$ cat config.mk
export PLATFORM = sky130hd
export DESIGN_NAME = fetch_unit
export DESIGN_NICKNAME = d
export VERILOG_FILES = /design/src/rtl/fetch_unit.sv
export SDC_FILE = /design/constraint.sdc
export NUM_CORES = 1
export LEC_CHECK = 0
export CAP_MARGIN = 20
export CELL_PAD_IN_SITES_DETAIL_PLACEMENT = 0
export CELL_PAD_IN_SITES_GLOBAL_PLACEMENT = 2
export CORE_ASPECT_RATIO = 1.5
export CORE_MARGIN = 3
export CORE_UTILIZATION = 25
export DETAILED_ROUTE_END_ITERATION = 12
export GPL_TIMING_DRIVEN = 0
export HOLD_SLACK_MARGIN = 0.1
export PLACE_DENSITY = 0.8
export SYNTH_ARGS = -nofsm -noshare
export SYNTH_HDL_FRONTEND = slang
export SYNTH_SLANG_ARGS = --single-unit
$ cat constraint.sdc
create_clock -name Clk -period 3.8 [get_ports Clk]
set_input_delay 0.38 -clock Clk [delete_from_list [all_inputs] [get_ports Clk]]
set_output_delay 0.38 -clock Clk [all_outputs]
set_load 0.01 [all_outputs]
$ cat src/rtl/fetch_unit.sv
// fetch_unit: instruction-fetch stage of the five-stage MIPS pipeline.
// Holds the PC, drives the instruction ROM address and fills the IF/ID
// register. Handles hazard stalls, EX-resolved branches and ID-decoded jumps.
// Optional feature macro: FETCH_PERF_CNT_EN adds a saturating counter of
// squashed wrong-path instructions on FlushCount.
module fetch_unit #(
    parameter logic [31:0] RESET_PC = 32'h0000_0000
) (
    input  logic        Clk,
    input  logic        Reset,
    input  logic        Stall,
    input  logic        BranchTaken,
    input  logic [31:0] BranchTarget,
    input  logic        Jump,
    input  logic [25:0] JumpIndex,
    output logic [31:0] InstAddr,
    input  logic [31:0] InstData,
    output logic [31:0] IfIdPC4,
    output logic [31:0] IfIdInst,
    output logic        IfIdValid,
    output logic        FlushEx,
    output logic [15:0] FlushCount
);

    logic [31:0] pc;
    logic [31:0] pcNext;
    logic [31:0] pcPlus4;
    logic [31:0] ifIdPc4Next;
    logic [31:0] ifIdInstNext;
    logic        ifIdValidNext;
    logic        jumpTake;

    assign InstAddr = pc;
    assign pcPlus4  = pc + 32'd4;
    assign FlushEx  = BranchTaken & ~Reset;

    // A jump only counts when it sits on a real instruction and nothing of
    // higher priority (branch redirect or stall) claims this edge.
    assign jumpTake = Jump & IfIdValid & ~Stall & ~BranchTaken;

    // Next PC and IF/ID contents; branch beats stall beats jump beats fetch.
    always_comb begin
        pcNext        = pc;
        ifIdPc4Next   = IfIdPC4;
        ifIdInstNext  = IfIdInst;
        ifIdValidNext = IfIdValid;
        if (BranchTaken) begin
            pcNext        = {BranchTarget[31:2], 2'b00};
            ifIdPc4Next   = 32'h0000_0000;
            ifIdInstNext  = 32'h0000_0000;
            ifIdValidNext = 1'b0;
        end else if (Stall) begin
            pcNext        = pc;
        end else if (jumpTake) begin
            pcNext        = {IfIdPC4[31:28], JumpIndex, 2'b00};
            ifIdPc4Next   = 32'h0000_0000;
            ifIdInstNext  = 32'h0000_0000;
            ifIdValidNext = 1'b0;
        end else begin
            pcNext        = pcPlus4;
            ifIdPc4Next   = pcPlus4;
            ifIdInstNext  = InstData;
            ifIdValidNext = 1'b1;
        end
    end

    // PC and IF/ID pipeline register, cleared straight away by reset.
    always_ff @(posedge Clk or posedge Reset) begin
        if (Reset) begin
            pc        <= RESET_PC;
            IfIdPC4   <= 32'h0000_0000;
            IfIdInst  <= 32'h0000_0000;
            IfIdValid <= 1'b0;
        end else begin
            pc        <= pcNext;
            IfIdPC4   <= ifIdPc4Next;
            IfIdInst  <= ifIdInstNext;
            IfIdValid <= ifIdValidNext;
        end
    end

`ifdef FETCH_PERF_CNT_EN
    logic [15:0] flushCnt;
    logic [1:0]  flushInc;
    logic [16:0] flushSum;

    // A branch squashes two wrong-path instructions, a jump squashes one.
    always_comb begin
        flushInc = 2'd0;
        if (BranchTaken) begin
            flushInc = 2'd2;
        end else if (jumpTake) begin
            flushInc = 2'd1;
        end
        flushSum = {1'b0, flushCnt} + {15'd0, flushInc};
    end

    // Saturating squash counter so it never wraps back to a small value.
    always_ff @(posedge Clk or posedge Reset) begin
        if (Reset) begin
            flushCnt <= 16'h0000;
        end else if (flushSum[16]) begin
            flushCnt <= 16'hFFFF;
        end else begin
            flushCnt <= flushSum[15:0];
        end
    end

    assign FlushCount = flushCnt;
`else
    assign FlushCount = 16'h0000;
`endif

endmodule

==> results.py <==
metrics = {
    "power": {
        "power.share.clock_pct": 32.7,
        "power_mw": 2.87,
        "cellInternalPower_mw": 2.01,
        "vdd_drop_max_uv": 212,
        "leakage_nw": 3.14,
        "swShare_pct": 30.2,
        "p_comb_share_pct": 25.6,
        "power_density_mw_per_mm2": 377,
        "p_seq_share_pct": 41.7,
        "p_sw_mw": 0.867,
    },
    "floorplan": {
        "num_rows": 62,
        "die_h_um": 180,
        "core_sq_mm": 0.0195,
        "start_util_pct": 25.8,
        "io_pins": 209,
        "die_x_um": 122,
        "die_area_sq_mm": 0.0219,
    },
    "sta": {
        "worst_slack_ns": 0.936,
        "skew_ns": 0.00801,
        "fin_crit_ns": 2.86,
        "grt_setup_unrepaired": "false",
        "relSlewSlack_pct": 58.4,
        "hold_viol": 0,
        "tightestPinTransition_ns": 0.624,
        "fmax_mhz": 349,
        "drv_slew": 0,
        "post-route-period-util_pct": 75.4,
        "setup_viol": 0,
    },
    "clock_network": {
        "clockRootBuffer": "clkbuf_16",
        "clock-sinks": 94,
        "h-tree-depth": 3,
        "cts_buffers": 9,
        "ctsResizeCount": 0,
        "postCtsSetupBuffers": 0,
        "clk_latency_ns": 0.35,
        "clkTransAtPathRegs_ns": 0.07,
        "clock_path_buffers": 2,
        "cts_tree": "built",
        "postCtsHoldBufs": 0,
    },
    "layout": {
        "antenna_cells": 0,
        "final_cells": 987,
        "finish.utilization_pct": 39.2,
        "fin_nets": 822,
        "syn_to_final_growth_pct": 51.7,
        "design_area_sq_mm": 0.00762,
        "drive_above_1_share_pct": 11.8,
    },
    "logic_synthesis": {
        "ys_ff_latch": 94,
        "yosys.area.top_type_share_pct": 46.8,
        "synthesis.area_sq_mm": 0.00503,
        "yosysWarnings": 0,
        "synth-seq-area-share_pct": 46.8,
        "synth_edf_count": 0,
        "synth_top_area_cell": "dfrtp_1",
        "netlist_instances": 509,
        "synth_common_cells": "dfrtp_1 (94), nand2_1 (69), a21oi_1 (37), o21ai_0 (37), a22o_1 (33)",
        "synthMostInstantiatedCell": "dfrtp_1",
        "synth_area_per_cell_sq_um": 9.87,
        "synth_area_leaders": "dfrtp_1 (47%), a22o_1 (5.8%), nand2_1 (5.2%)",
        "synth.distinct_cells": 61,
        "ys_async_sr_fraction_pct": 100,
        "synth_top_flop_cell": "dfrtp_1",
    },
    "critical_path": {
        "critical-path-max-stage-delay_ns": 0.65,
        "cp_common_cell": "clkdlybuf4s50_1",
        "crit_start": "BranchTaken",
        "setup.worst_path.end_class": "primary output",
        "cp_num_buf_inv": 4,
        "crit-reg2reg-launch": "InstAddr[2]$_DFFE_PP0P_",
        "arrival_ns": 2.48,
        "worst-path-max-fanout": 10,
        "required_ns": 3.42,
        "crit_type": "in2out",
        "cp_slowest_cell": "clkdlybuf4s50_1",
        "cp_top_family": "buffers and inverters",
        "crit_path_start_kind": "input pin",
        "crit_chain": "clkdlybuf4s50_1 -> clkinv_1 -> clkbuf_1 -> nor2_1 -> clkdlybuf4s50_1",
    },
    "global_routing": {
        "track_usage_pct": 16.5,
        "antenna_found_initial": 0,
        "grt_max_degree": 65,
        "overflow": 0,
        "grt_pass1_vias": 5062,
        "grt_pass1_wl_um": 28200,
    },
    "placement": {
        "post_dp_cell_area_sq_mm": 0.00732,
        "hpwl_um": 14400,
        "port_buffers": 188,
        "gp_congestion": 0.854,
        "dp_cells": 971,
        "pre_cts_slack_ns": 0.921,
    },
    "drt": {
        "first_pass_iters": 5,
        "ant_nets": 0,
        "wl_um": 18300,
        "route.detailed.drc": 0,
        "route.vias.total": 4743,
        "post_drt_via_cell_ratio": 4.81,
        "avgRoutedWirePerCell_um": 18.5,
        "drt_iter0_markers": 251,
    },
    "outcome": {
        "status": "finished clean",
    },
    "job": {
        "cap_violations": 0,
    },
    "min_path": {
        "hold_path_class": "in2async",
    },
}
stage by stage:
step	hold WS, ns	TNS [ns]
2_1_floorplan	0.501	0
3_3_place_gp	0.463	-58.49
3_5_place_dp	0.474	0
4_1_cts	0.441	0
5_1_grt	0.466	0
6_report	0.421	0
cell families after synthesis:
kind of cell	share of synthesized area [%]
XOR/XNOR	4.36
other	0.0746
flip-flops	46.8
adder cells (fa/ha/maj)	0.249
multiplexers	0.398
AO/OA/AOI/OAI	24.3
buffers and inverters	6.62
AND/OR/NAND/NOR	17.2
cells in the final DEF, fill, tap and decap left out, types with 7 or more instances in the layout:
cell / instances
conb_1: 18
nand3_1: 13
a21o_1: 7
o21ai_0: 37
dfrtp_1: 94
o21ai_1: 8
a22o_1: 33
a2bb2oi_1: 11
buf_2: 13
buf_4: 20
and3_1: 11
nor2_1: 14
a21oi_1: 37
clkbuf_16: 9
o22a_1: 8
nand2_1: 69
xor2_1: 9
clkdlybuf4s50_1: 188
o21a_1: 10
xnor2_1: 16
clkbuf_1: 16
routing by layer:
layer  up-vias  GRT usage [%]  share of wire [%]
met4         0           5.70                2.2
li1       2256              -                  -
met2       182           29.8                 52
met5         -              0                  0
met3        23           3.43                6.5
met1      2282           19.0                 39
registers in the layout, summed over array words and instances, names as in the netlist:
name	count
InstAddr	30
IfIdInst	32
IfIdValid	1
IfIdPC4	31
power groups by stage:
stage | Combinational [mW] | Sequential (mW) | Clock [mW]
final | 0.735 | 1.20 | 0.939
after detailed placement | 0.742 | 1.22 | 0
after CTS | 0.746 | 1.20 | 0.968
after global placement | 0.732 | 1.22 | 0
after global routing | 0.797 | 1.22 | 1.01
after floorplan | 0.305 | 1.24 | 0
path summary, 6_finish.rpt:
kind | cells past startpoint | end | slack [ns]
max | 5 | FlushEx | 0.94
min | 2 | InstAddr[17]$_DFFE_PP0P_ | 0.42
max reg2reg | 6 | InstAddr[20]$_DFFE_PP0P_ | 1.55
min reg2reg | 2 | IfIdPC4[10]$_DFFE_PP0P_ | 0.48
max in group asynchronous | 3 | IfIdInst[29]$_DFFE_PP0P_ | 2.72
min in group Clk | 2 | IfIdPC4[10]$_DFFE_PP0P_ | 0.48
layout make-up:
type,instances,area [sq um]
plain buffers,53,310
clock buffers,9,225
clock inverters,7,77.6
fillers,1916,11800
inverters,6,25.0
multi-input cells,373,2400
flip-flops and latches,94,2350
well taps,256,320
repair buffers,189,1910
(Power assumes the default switching activity.)
